File: src/rtl/counter_disp.sv
// Multi-digit decimal overlay: converts a binary value to BCD with a sequential
// shift-add-3 engine and draws the digits as seven-segment glyphs.

module counter_disp #(
    parameter logic [9:0]  H_POS        = 10'd40,
    parameter logic [9:0]  V_POS        = 10'd80,
    parameter int unsigned DIGITS       = 2,
    parameter int unsigned VAL_W        = 8,
    parameter logic [9:0]  DIGIT_PITCH  = 10'd20,
    parameter logic [23:0] COLOR        = 24'h00ff00,
    parameter logic [23:0] FLASH_COLOR  = 24'hffffff,
    parameter int unsigned FLASH_FRAMES = 32,
    parameter bit          BLANK_LZ     = 1'b1
) (
    input  logic             clk,
    input  logic             rst_n,
    input  logic [VAL_W-1:0] value,
    input  logic             frame_tick,
    input  logic [9:0]       hcounter,
    input  logic [9:0]       vcounter,
    output logic             busy,
    output logic             visible,
    output logic [23:0]      rgb
);

    localparam int unsigned BCD_W   = 4 * DIGITS;
    localparam int unsigned MAX_VAL = 10 ** DIGITS - 1;
    localparam int unsigned CNT_W   = (VAL_W < 2) ? 1 : $clog2(VAL_W + 1);
    localparam int unsigned FL_RAW  = $clog2(FLASH_FRAMES + 1);
    // Keep at least 3 bits so the blink bit always exists.
    localparam int unsigned FL_W    = (FL_RAW < 3) ? 3 : FL_RAW;

    typedef enum logic [1:0] {StIdle, StConv, StCommit} state_e;

    state_e             state_q, state_d;
    logic [VAL_W-1:0]   shown_bin_q, shown_bin_d;
    logic [VAL_W-1:0]   snap_q, snap_d;
    logic               sat_q, sat_d;
    logic [BCD_W-1:0]   disp_q, disp_d;
    logic [BCD_W-1:0]   bcd_q, bcd_d;
    logic [CNT_W-1:0]   bitcnt_q, bitcnt_d;
    logic [FL_W-1:0]    flash_cnt_q, flash_cnt_d;

    logic [BCD_W-1:0]   bcd_adj;
    logic               in_bit;

    always_ff @(posedge clk or negedge rst_n) begin
        if (!rst_n) begin
            state_q     <= StIdle;
            shown_bin_q <= '0;
            snap_q      <= '0;
            sat_q       <= 1'b0;
            disp_q      <= '0;
            bcd_q       <= '0;
            bitcnt_q    <= '0;
            flash_cnt_q <= '0;
        end else begin
            state_q     <= state_d;
            shown_bin_q <= shown_bin_d;
            snap_q      <= snap_d;
            sat_q       <= sat_d;
            disp_q      <= disp_d;
            bcd_q       <= bcd_d;
            bitcnt_q    <= bitcnt_d;
            flash_cnt_q <= flash_cnt_d;
        end
    end

    always_comb begin
        state_d     = state_q;
        shown_bin_d = shown_bin_q;
        snap_d      = snap_q;
        sat_d       = sat_q;
        disp_d      = disp_q;
        bcd_d       = bcd_q;
        bitcnt_d    = bitcnt_q;
        flash_cnt_d = flash_cnt_q;
        bcd_adj     = bcd_q;
        in_bit      = 1'b0;

        for (int unsigned k = 0; k < DIGITS; k++) begin
            if (bcd_q[4*k +: 4] >= 4'd5) begin
                bcd_adj[4*k +: 4] = bcd_q[4*k +: 4] + 4'd3;
            end
        end
        // MSB-first: bitcnt 0 selects snap[VAL_W-1].
        for (int unsigned i = 0; i < VAL_W; i++) begin
            if (bitcnt_q == CNT_W'(VAL_W - 1 - i)) begin
                in_bit = snap_q[i];
            end
        end

        if (frame_tick && flash_cnt_q != '0) begin
            flash_cnt_d = flash_cnt_q - FL_W'(1);
        end

        unique case (state_q)
            StIdle: begin
                if (value != shown_bin_q) begin
                    snap_d   = value;
                    sat_d    = 32'(value) > MAX_VAL;
                    bcd_d    = '0;
                    bitcnt_d = '0;
                    state_d  = StConv;
                end
            end
            StConv: begin
                bcd_d    = {bcd_adj[BCD_W-2:0], in_bit};
                bitcnt_d = bitcnt_q + CNT_W'(1);
                if (bitcnt_q == CNT_W'(VAL_W - 1)) begin
                    state_d = StCommit;
                end
            end
            StCommit: begin
                disp_d      = sat_q ? {DIGITS{4'h9}} : bcd_q;
                shown_bin_d = snap_q;
                flash_cnt_d = FL_W'(FLASH_FRAMES);
                state_d     = StIdle;
            end
            default: state_d = StIdle;
        endcase
    end

    assign busy = (state_q != StIdle);

    logic [DIGITS-1:0] dig_en;
    logic [DIGITS-1:0] dig_vis;
    logic [23:0]       unused_rgb [DIGITS];

    for (genvar k = 0; k < DIGITS; k++) begin : g_digit
        localparam logic [9:0] XK = H_POS + DIGIT_PITCH * 10'(DIGITS - 1 - k);

        if (!BLANK_LZ || k == 0) begin : g_always_on
            assign dig_en[k] = 1'b1;
        end else begin : g_blank
            assign dig_en[k] = |disp_q[BCD_W-1:4*k];
        end

        single_number #(
            .X_POS (XK),
            .Y_POS (V_POS)
        ) u_digit (
            .hcounter (hcounter),
            .vcounter (vcounter),
            .digit    (disp_q[4*k +: 4]),
            .visible  (dig_vis[k]),
            .rgb      (unused_rgb[k])
        );
    end

    logic        flash_on;
    logic [23:0] colour;

    always_comb begin
        flash_on = (flash_cnt_q != '0) && flash_cnt_q[2];
        colour   = flash_on ? FLASH_COLOR : COLOR;
        visible  = |(dig_en & dig_vis);
        rgb      = visible ? colour : 24'h000000;
    end

endmodule

// Seven-segment glyph, 12x20 pixels with 2-pixel strokes, origin at (X_POS, Y_POS).
// Codes above 9 draw nothing.
module single_number #(
    parameter logic [9:0]  X_POS = 10'd0,
    parameter logic [9:0]  Y_POS = 10'd0,
    parameter logic [23:0] COLOR = 24'hffffff
) (
    input  logic [9:0]  hcounter,
    input  logic [9:0]  vcounter,
    input  logic [3:0]  digit,
    output logic        visible,
    output logic [23:0] rgb
);

    logic [10:0] dx, dy;
    logic [6:0]  seg;
    logic        in_box, top, mid, bot, left, right, upper, lower;

    always_comb begin
        // Pixels left of/above the origin wrap to large offsets and fall outside the box.
        dx = {1'b0, hcounter} - {1'b0, X_POS};
        dy = {1'b0, vcounter} - {1'b0, Y_POS};
        in_box = (dx < 11'd12) && (dy < 11'd20);
        top    = dy <= 11'd1;
        mid    = (dy == 11'd9) || (dy == 11'd10);
        bot    = dy >= 11'd18;
        left   = dx <= 11'd1;
        right  = dx >= 11'd10;
        upper  = dy <= 11'd10;
        lower  = dy >= 11'd9;

        case (digit)
            4'd0:    seg = 7'b1111110;
            4'd1:    seg = 7'b0110000;
            4'd2:    seg = 7'b1101101;
            4'd3:    seg = 7'b1111001;
            4'd4:    seg = 7'b0110011;
            4'd5:    seg = 7'b1011011;
            4'd6:    seg = 7'b1011111;
            4'd7:    seg = 7'b1110000;
            4'd8:    seg = 7'b1111111;
            4'd9:    seg = 7'b1111011;
            default: seg = 7'b0000000;
        endcase

        visible = in_box && ((seg[6] && top) || (seg[5] && right && upper) ||
                             (seg[4] && right && lower) || (seg[3] && bot) ||
                             (seg[2] && left && lower) || (seg[1] && left && upper) ||
                             (seg[0] && mid));
        rgb = visible ? COLOR : 24'h000000;
    end

endmodule

File: config.mk
export PLATFORM = sky130hd
export DESIGN_NAME = counter_disp
export DESIGN_NICKNAME = d
export VERILOG_FILES = /design/src/rtl/counter_disp.sv
export SDC_FILE = /design/constraint.sdc
export NUM_CORES = 1
export LEC_CHECK = 0
export ABC_AREA = 1
export CELL_PAD_IN_SITES_DETAIL_PLACEMENT = 1
export CELL_PAD_IN_SITES_GLOBAL_PLACEMENT = 2
export CORE_AREA = 2 2 131 107
export CTS_CLUSTER_DIAMETER = 120
export DETAILED_ROUTE_END_ITERATION = 16
export DIE_AREA = 0 0 133 109
export GPL_ROUTABILITY_DRIVEN = 0
export HOLD_SLACK_MARGIN = 0.15
export MAX_ROUTING_LAYER = met4
export PLACE_DENSITY = 0.88
export REMOVE_ABC_BUFFERS = 1
export SLEW_MARGIN = 30
export SYNTH_ARGS = -nofsm -noshare
export SYNTH_HDL_FRONTEND = slang
export SYNTH_SLANG_ARGS = --single-unit
File: constraint.sdc
create_clock -name clk -period 2.4 [get_ports clk]
set_input_delay 0.36 -clock clk [delete_from_list [all_inputs] [get_ports clk]]
set_output_delay 0.36 -clock clk [all_outputs]
set_load 0.05 [all_outputs]
=== Word-level counts from Yosys, hierarchy flattened ===
Memory sizes are Yosys's and may differ from the RTL's.
Index checks and enable logic that the tools add are counted.

* Add/sub/neg operators: 7
* Order comparisons: 14
* Eq/ne operators: 14
* Mux-type cells: 22
* Bitwise logic cells: 1
* Reduce and logical (&&, ||, !) cells: 52

{| class="wikitable"
|+ Operators with widths
! kind !! count
|-
| 24-bit 2-to-1 mux || 2
|-
| 11-bit by 4-bit greater-or-equal comparator with 1-bit output (second input constant) || 3
|-
| 11-bit by 1-bit <= comparator with 1-bit output (second input constant) || 3
|-
| 1-bit logical AND || 28
|-
| 11-bit by 4-bit equality test with 1-bit output (second input constant) || 2
|-
| 11-bit by 4-bit < comparator with 1-bit output (second input constant) || 2
|-
| 10-bit by 6-bit subtractor with 11-bit output (second input constant) || 2
|-
| 4-bit by 3-bit equality test with 1-bit output (second input constant) || 4
|-
| 8-bit 2-to-1 mux || 2
|-
| 8-bit one-hot mux with 2 select lines || 1
|-
| 1-bit logical OR || 13
|-
| 6-bit 2-to-1 mux || 2
|-
| 11-bit by 5-bit greater-or-equal comparator with 1-bit output (second input constant) || 1
|-
| 11-bit by 4-bit <= comparator with 1-bit output (second input constant) || 1
|-
| 11-bit by 5-bit < comparator with 1-bit output (second input constant) || 1
|-
| 10-bit by 7-bit subtractor with 11-bit output (second input constant) || 1
|-
| 4-bit by 2-bit equality test with 1-bit output (second input constant) || 2
|-
| 4-bit by 3-bit greater-or-equal comparator with 1-bit output (second input constant) || 2
|-
| 8-bit by 7-bit > comparator with 1-bit output (second input constant) || 1
|-
| 1-bit 2-to-1 mux || 8
|-
| 4-bit 2-to-1 mux || 2
|-
| 8-bit inequality test || 1
|-
| 4-bit one-hot mux with 2 select lines || 1
|-
| 2-bit AND reduction || 3
|-
| 18 further kinds || 22
|}

* Bits in registers: 45
* Bits in read-only memories: 224
* Output and inout bits: 26
* Logic and storage cells: 120
* Memories: 2

{| class="wikitable"
|+ Memories
! name !! words !! width !! rd ports !! clocked after Yosys merged registers in !! write ports !! line !! RTL
|-
| (no name shown) || 16 || 7 || 1 || 0 || 0 || 194 || <nowiki>case (digit)</nowiki>
|-
| (no name shown) || 16 || 7 || 1 || 0 || 0 || 194 ||
|}

=== Depth between registers and ports, before layout ===
Gate-level depths: netlist of run 1.

* Depth after elaboration: 14
* Gate-level depth with buffers: 19
* Depth with buffers taken out: 18

=== Modules after synthesis ===
A second synthesis of run 1 with hierarchy kept.

* Cell total of the unflattened synthesis: 659
* Area total of the unflattened synthesis: 4463.0 sq um

{| class="wikitable"
|+ By module, submodules not included
! module !! instances !! cells each !! area each (sq um) !! seq. area each (sq um)
|-
| counter_disp || 1 || 302 || 2469.9 || 1126.1
|-
| single_number at g_digit[1].u_digit || 1 || 198 || 1094.8 || 0.0
|-
| single_number at g_digit[0].u_digit || 1 || 159 || 898.4 || 0.0
|}

=== Least setup slack after synthesis of run 1 ===
OpenSTA, ideal clock, no wires.

* Path kind: input -> output
* From: input port vcounter[5]
* To: output port rgb[16]
* Arrival: 2696 ps
* Required time: 2040 ps
* Slack: -656 ps
* Stages: 19
* Buffers on the path: 1
* Cells stage by stage: inv_1 > ha_1 > inv_1 > nand2_1 > nand2_1 > nand2_1 > nand2_1 > nor2_1 > nand2_1 > nor2_1 > nand2_1 > nand2_2 > nand2_1 > nor2_1 > nor2_1 > nand2_1 > nand2_2 > a21oi_2 > buf_4

* Longest elaborated chain between the ends: 13

{| class="wikitable"
|+ RTL lines
! item !! line !! RTL
|-
| start: declaration || 20 || <nowiki>input logic [9:0] vcounter,</nowiki>
|-
| 10-bit by 7-bit subtractor with 11-bit output (*) || 184 || <nowiki>dy = {1'b0, vcounter} - {1'b0, Y_POS};</nowiki>
|-
| 11-bit by 1-bit <= comparator with 1-bit output or 11-bit by 4-bit <= comparator with 1-bit output (tied branches) || 186, 191 ||
|-
| 1-bit logical AND || 208 || <nowiki>visible = in_box && ((seg[6] && top) || (seg[5] && right && upper) ||</nowiki>
|-
| 1-bit logical OR (2 in a row) || 208 ||
|-
| 1-bit logical OR (2 in a row) || 209 || <nowiki>(seg[4] && right && lower) || (seg[3] && bot) ||</nowiki>
|-
| 1-bit logical OR (2 in a row) || 210 || <nowiki>(seg[2] && left && lower) || (seg[1] && left && upper) ||</nowiki>
|-
| 1-bit logical AND || 208 ||
|-
| 2-bit bitwise AND (*) || 157 || <nowiki>visible = |(dig_en & dig_vis);</nowiki>
|-
| 2-bit OR reduction (*) || 157 ||
|-
| 24-bit 2-to-1 mux (*) || 158 || <nowiki>rgb = visible ? colour : 24'h000000;</nowiki>
|-
| end: declaration || 23 || <nowiki>output logic [23:0] rgb</nowiki>
|}

Every way passes the cells marked *; elsewhere a longest branch is shown, timed or not.

=== Worst setup path after layout of run 1 ===
* From: input port hcounter[3]
* To: output port rgb[6]

* Longest elaborated chain between the ends: 14

{| class="wikitable"
|+ RTL lines
! item !! line !! RTL
|-
| start: declaration || 19 || <nowiki>input logic [9:0] hcounter,</nowiki>
|-
| 10-bit by 6-bit subtractor with 11-bit output || 183 || <nowiki>dx = {1'b0, hcounter} - {1'b0, X_POS};</nowiki>
|-
| 11-bit by 4-bit greater-or-equal comparator with 1-bit output || 190 || <nowiki>right = dx >= 11'd10;</nowiki>
|-
| 1-bit logical AND (2 in a row) || 208 ||
|-
| 1-bit logical OR (2 in a row) || 208 ||
|-
| 1-bit logical OR (2 in a row) || 209 ||
|-
| 1-bit logical OR (2 in a row) || 210 ||
|-
| 1-bit logical AND || 208 ||
|-
| 2-bit bitwise AND (*) || 157 ||
|-
| 2-bit OR reduction (*) || 157 ||
|-
| 24-bit 2-to-1 mux (*) || 158 ||
|}

Marked as above.

==> impl_metrics.json, run 1 <==
{
  "status": "complete, but fails checks",
  "violations": "negative setup slack",
  "die_w_um": 133,
  "synth_seq_area_share_pct": 31.1,
  "grt_pass1_vias": 3787,
  "crit_path_cell_trace": "buf_6, buf_6, ha_4, nand2_2, nand3_2, nor2_2, nand3b_1, nor2_4, nand3_2, nand2_2, nand2_2, nor2_2, nor2_1, nand2_2, nand2_2, a21oi_4, clkbuf_16, buf_12",
  "final_area_sq_mm": 0.00528,
  "path_clk_slew_ps": 70,
  "yosys_register_bits": 45,
  "leakage_nw": 2.48,
  "ant_nets": 0,
  "cts_tree": "yes",
  "start_util_pct": 27.3,
  "dp.cells": 751,
  "synth-edff-count": 0,
  "cp_data_arrival_time_ps": 2390,
  "fin_cells": 765,
  "fp.dieH_um": 109,
  "fin_crit_ps": 2750,
  "cellPowerDensity_mw_per_mm2": 820,
  "fin_nets": 648,
  "cpPeakStageDelay_ps": 220,
  "grt_pass1_wl_mm": 18.1,
  "clockRootBuffer": "clkbuf_16",
  "hold_viol_final": 0,
  "end_kind": "output pin",
  "num_io_pins": 57,
  "firstDrtPassIters": 4,
  "fmax_mhz": 364,
  "postSynthCellCount": 502,
  "areaGrowthSynthToFinish_pct": 46.1,
  "ys.flop_type": "dfrtp_1",
  "drv_cap": 0,
  "wl_mm": 10.5,
  "clock_latency_ps": 290,
  "required_ps": 2040,
  "via_per_inst": 4.62,
  "crit_top_cell": "nand2_2",
  "worst_slew_pin_slew_ps": 496,
  "relSlewSlack_pct": 66.8,
  "crit_type": "in2out",
  "dp_slack_ps": -904,
  "place_area_sq_mm": 0.00480,
  "grt_use_total_pct": 15.3,
  "grt_max_degree": 27,
  "skew_ps": 7.61,
  "ys_top_cells_by_area": "dfrtp_1, nand2_1, ha_1, inv_1, nand3_1",
  "avgSynthCellArea_sq_um": 7.20,
  "path_max_fanout": 8,
  "min_path_type": "reg2reg",
  "fin_crit_sh_pct": 115,
  "final.setup.tns_ps": -8340,
  "ys_types": 38,
  "layout-drive-gt1-share_pct": 29.6,
  "port_buffers": 56,
  "wire_per_inst_um": 13.8,
  "cts_max_level": 2,
  "utilization_pct": 39.8,
  "synthDominantCellAreaShare_pct": 31.1,
  "drc": 0,
  "fp.coreArea_sq_mm": 0.0133,
  "dp_hpwl_mm": 8.26,
  "synth.most_common_cell": "nand2_1",
  "antenna_found_initial": 0,
  "synth_warnings": 0,
  "die-area_sq_mm": 0.0145,
  "syn_area_sq_mm": 0.00362,
  "cts_buffer_depth": 2,
  "cts.sinks": 45,
  "final-max-slew-violation-count": 0,
  "whs_ps": 500,
  "n_antenna_cell": 0,
  "power_mw": 4.33,
  "gr-total-overflow": 0,
  "slowest_stage": "clkbuf_16",
  "worstSetupStartpointType": "input port",
  "ir_worst_vdd_mv": 0.441,
  "rsz0062_at_grt": "yes",
  "cts_buffers": 5,
  "setup_ws_ps": -351,
  "yosys-top-cells-count": "nand2_1, inv_1, nor2_1",
  "initialDrtViolationCount": 105,
  "finalSetupViolations": 25,
  "fp-row-count": 38,
  "yosysTopAreaCell": "dfrtp_1",
  "vias": 3533,
  "async_flop_share_pct": 100
}
## metal layers
layer,part of all wire [%],GRT usage [%],vias up
li1,-,-,1772
met1,47,18.8,1683
met2,49,27.6,65
met3,3.4,2.05,13
met4,1.1,2.46,0
met5,0,-,-
## final timing paths
check                                    start        endpoint  slack (ps)  depth (start not counted)
worst max-delay path               hcounter[3]          rgb[6]        -350                         18
worst max register to register        bcd_q[0]        bcd_q[1]         600                          7
max in group asynchronous                rst_n       disp_q[2]        1290                          3
worst min register to register  shown_bin_q[2]  shown_bin_q[2]         500                          2
min in group asynchronous                rst_n  shown_bin_q[0]         540                          2
worst min-delay path            shown_bin_q[2]  shown_bin_q[2]         500                          2
## cell type report
cell class	instances	area, sq um
Fill cell	1580	7980
Multi-Input combinational cell	358	2280
Timing Repair Buffer	103	1210
Sequential cell	45	1130
Inverter	71	269
Tap cell	180	225
Clock buffer	5	125
Clock inverter	3	46.3
## state kept, by name (all words and copies together), names as in the netlist
name	count
snap_q	8
state_q	2
bitcnt_q	4
shown_bin_q	8
bcd_q	8
flash_cnt_q	6
disp_q	8
sat_q	1
## power by group
part / internal [mW] / leakage [nW] / switching (mW)
Sequential: 1.10 / 0.542 / 0.281
Combinational: 0.898 / 1.86 / 1.26
Clock: 0.493 / 0.0800 / 0.299
Total: 2.49 / 2.48 / 1.84
## cell usage in the layout (no fill, tap or decap), types with 9 or more instances in the layout
| master | Yosys | routed |
|---|---|---|
| a21oi_1 | 12 | 12 |
| buf_12 | 0 | 28 |
| buf_4 | 23 | 41 |
| clkdlybuf4s50_1 | 0 | 13 |
| dfrtp_1 | 45 | 45 |
| ha_1 | 33 | 28 |
| inv_1 | 62 | 55 |
| inv_2 | 8 | 14 |
| nand2_1 | 121 | 99 |
| nand2_2 | 4 | 24 |
| nand3_1 | 37 | 31 |
| nor2_1 | 46 | 34 |
| nor2_2 | 1 | 9 |
| o21ai_0 | 34 | 31 |
## what timing repair did
item | in CTS | in global routing
cloned | 1 | 0
hold buffers | 1 | 0
gates resized for setup | 94 | 31
pin swaps | 32 | 18
setup endpoints to repair | 25 | 25
endpoints found under the hold margin | 17 | 0
buffers inserted | 3 | 1
## worst max-delay path: cells and delay by family
kind	cells	cell delay [ps]
buffers and inverters	4	580
and+or+nand+nor	12	1060
adders and majority gates	1	170
AOI/OAI and AO/OA	1	210
## cells by family (layout without fill, tap and decap cells)
group | after synthesis | after routing | synth area share, %
AND/OR/NAND/NOR | 230 | 230 | 27.5
flip-flops | 45 | 45 | 31.1
multiplexers | 3 | 3 | 0.934
buffers and inverters | 99 | 182 | 12.7
XOR/XNOR | 11 | 11 | 2.66
adder cells (fa/ha/maj) | 33 | 33 | 11.4
AO/OA/AOI/OAI | 81 | 81 | 13.6
No activity file was read; power rests on OpenSTA's default activity.
==> run 2: changes to the inputs <==
--- a/config.mk
+++ b/config.mk
@@ -10,6 +10,7 @@
 export CELL_PAD_IN_SITES_GLOBAL_PLACEMENT = 2
 export CORE_AREA = 2 2 131 107
 export CTS_CLUSTER_DIAMETER = 120
+export CTS_CLUSTER_SIZE = 12
 export DETAILED_ROUTE_END_ITERATION = 16
 export DIE_AREA = 0 0 133 109
 export GPL_ROUTABILITY_DRIVEN = 0
==> results of run 2 <==
The final DEF is identical to that of run 1; final timing and power are the same.
==> run 3: changes to the inputs <==
--- a/config.mk
+++ b/config.mk
@@ -10,7 +10,6 @@
 export CELL_PAD_IN_SITES_GLOBAL_PLACEMENT = 2
 export CORE_AREA = 2 2 131 107
 export CTS_CLUSTER_DIAMETER = 120
-export CTS_CLUSTER_SIZE = 12
 export DETAILED_ROUTE_END_ITERATION = 16
 export DIE_AREA = 0 0 133 109
 export GPL_ROUTABILITY_DRIVEN = 0
@@ -22,3 +21,4 @@
 export SYNTH_ARGS = -nofsm -noshare
 export SYNTH_HDL_FRONTEND = slang
 export SYNTH_SLANG_ARGS = --single-unit
+export TNS_END_PERCENT = 5
==> run 3 against run 2 <==
- the flow still finishes with violations (negative setup slack)
- final area is 0.26% lower
- routed wire length is 0.18% higher
- setup slack got worse by 35 ps
- clock power is essentially flat
- global-route usage stayed put
- non-clock buffer count is the same
- die area is the same
- cell count stayed put
- hold slack better by 1.8 ps
- sequential power hardly changed
- via count is 0.11% lower
- largest cell class unchanged
- largest power group unchanged
==> impl_metrics.json, run 3 (synthesis gave the netlist of run 1 again) <==
{
  "r2r_cells": 7,
  "port_buffers": 56,
  "fill_cells": 1585,
  "violations": "negative setup slack",
  "use_met1_pct": 18.8,
  "min_path_type": "reg2reg",
  "grt_util_met3_pct": 2.05,
  "worstSetupStartpointType": "input port",
  "wire_per_inst_um": 13.8,
  "cp_data_arrival_time_ps": 2430,
  "crit_type": "in2out",
  "cts_buffer_depth": 2,
  "ir_worst_vdd_mv": 0.441,
  "rsz0062_at_grt": "yes",
  "grt_max_degree": 27,
  "fmax_mhz": 359,
  "rr_endpoint": "bcd_q[1]",
  "dp_slack_ps": -904,
  "grt_busiest_layer": "met2",
  "die_w_um": 133,
  "end_kind": "output pin",
  "min-delay-start": "flash_cnt_q[3]",
  "clock_latency_ps": 290,
  "num_io_pins": 57,
  "firstDrtPassIters": 4,
  "final_cell_mix": "nand2_1, inv_1, dfrtp_1",
  "dp_hpwl_mm": 8.26,
  "leakage_nw": 2.48,
  "whs_ps": 501,
  "drv_cap": 0,
  "skew_ps": 8.14,
  "finalSetupViolations": 25,
  "cts.sinks": 45,
  "start_util_pct": 27.3,
  "cellPowerDensity_mw_per_mm2": 819,
  "initialDrtViolationCount": 132,
  "grtUsageMet2_pct": 27.6,
  "cts_buffers": 5,
  "grt_pass1_wl_mm": 18.1,
  "min_to": "flash_cnt_q[3]",
  "die-area_sq_mm": 0.0145,
  "fin_crit_ps": 2790,
  "final_common_cell": "nand2_1",
  "r2r-start": "bcd_q[0]",
  "fin_crit_sh_pct": 116,
  "setup_ws_ps": -386,
  "via_per_inst": 4.61,
  "cts_tree": "yes",
  "relSlewSlack_pct": 66.8,
  "areaGrowthSynthToFinish_pct": 45.7,
  "path_max_fanout": 9,
  "hold_path_depth": 1,
  "clockRootBuffer": "clkbuf_16",
  "status": "complete, but fails checks",
  "fp.dieH_um": 109,
  "fp.coreArea_sq_mm": 0.0133,
  "gr-total-overflow": 0,
  "fp-row-count": 38,
  "layout-drive-gt1-share_pct": 28.7,
  "ant_nets": 0,
  "worst_slew_pin_slew_ps": 496,
  "drc": 0,
  "final-max-slew-violation-count": 0,
  "fin_nets": 648,
  "wl_mm": 10.5,
  "antenna_found_initial": 0,
  "hold_viol_final": 0,
  "required_ps": 2040,
  "grt_pass1_vias": 3785,
  "cts_max_level": 2,
  "r2r_slack_ps": 580,
  "vias": 3529,
  "grt_use_total_pct": 15.3,
  "n_antenna_cell": 0,
  "path_clk_slew_ps": 70
}
## run 3: worst max path at each step
stage	startpoint	to	slack, ps	depth (start not counted)
global placement	hcounter[3]	rgb[0]	-750	18
detailed placement	vcounter[5]	rgb[4]	-900	20
CTS	hcounter[3]	rgb[1]	-350	18
global route	hcounter[3]	visible	-520	19
finish	hcounter[3]	rgb[11]	-390	19
floorplan	hcounter[3]	rgb[0]	-6090	17
## run 3: metrics by stage
step | cell area (sq um) | setup TNS (ps) | cells | util, % | power (mW)
finish | 5270 | -9470 | 765 | 39.7 | 4.32
global route | 5270 | -12850 | 765 | 39.7 | 4.71
global placement | 4800 | -18100 | 751 | 36.2 | 3.31
floorplan | 3420 | -118460 | 474 | - | 2.69
detailed placement | 4800 | -21790 | 751 | 36.2 | 3.44
CTS | 5180 | -8430 | 764 | 39.1 | 4.33
## run 3: routing by layer
layer | up-vias | routed length [um]
li1 | 1772 | -
met1 | 1687 | 4920
met2 | 57 | 5170
met3 | 13 | 325
met4 | 0 | 121
met5 | - | 0
## run 3: power breakdown
| group | internal, mW | switching (mW) |
|---|---|---|
| clock | 0.493 | 0.299 |
| combinational | 0.888 | 1.26 |
| sequential | 1.10 | 0.280 |
## run 3: final cells by class
type / count / area (sq um) / share of cell area (%)
inverter: 71 / 269 / 5.10
tap: 180 / 225 / 4.27
clock inverter: 3 / 46.3 / 0.878
multi-input combinational: 358 / 2270 / 43.0
clock buffer: 5 / 125 / 2.37
timing repair buffer: 103 / 1210 / 23.0
sequential: 45 / 1130 / 21.4
## run 3: critical path, cell delays in order
cell      delay [ps]
buf_6            100
buf_6            120
ha_4             170
nand2_2           80
nand3_2           80
nor2_2            90
nand3b_1         120
nor2_4           190
nand2_1          130
nand2_1          130
nand2_2           80
nand2_2           70
nor2_2            30
nor2_1           110
nand2_1           60
nand2_2           90
nand2_1           90
buf_12           170
buf_12           150
## run 3: what timing repair did
item,4_1_cts,5_1_grt
resized for setup,94,24
cloned,1,0
setup buffers,3,1
pin swaps,32,17
endpoints found under the setup margin,25,25
hold endpoints to repair,17,0
hold buffers,1,0
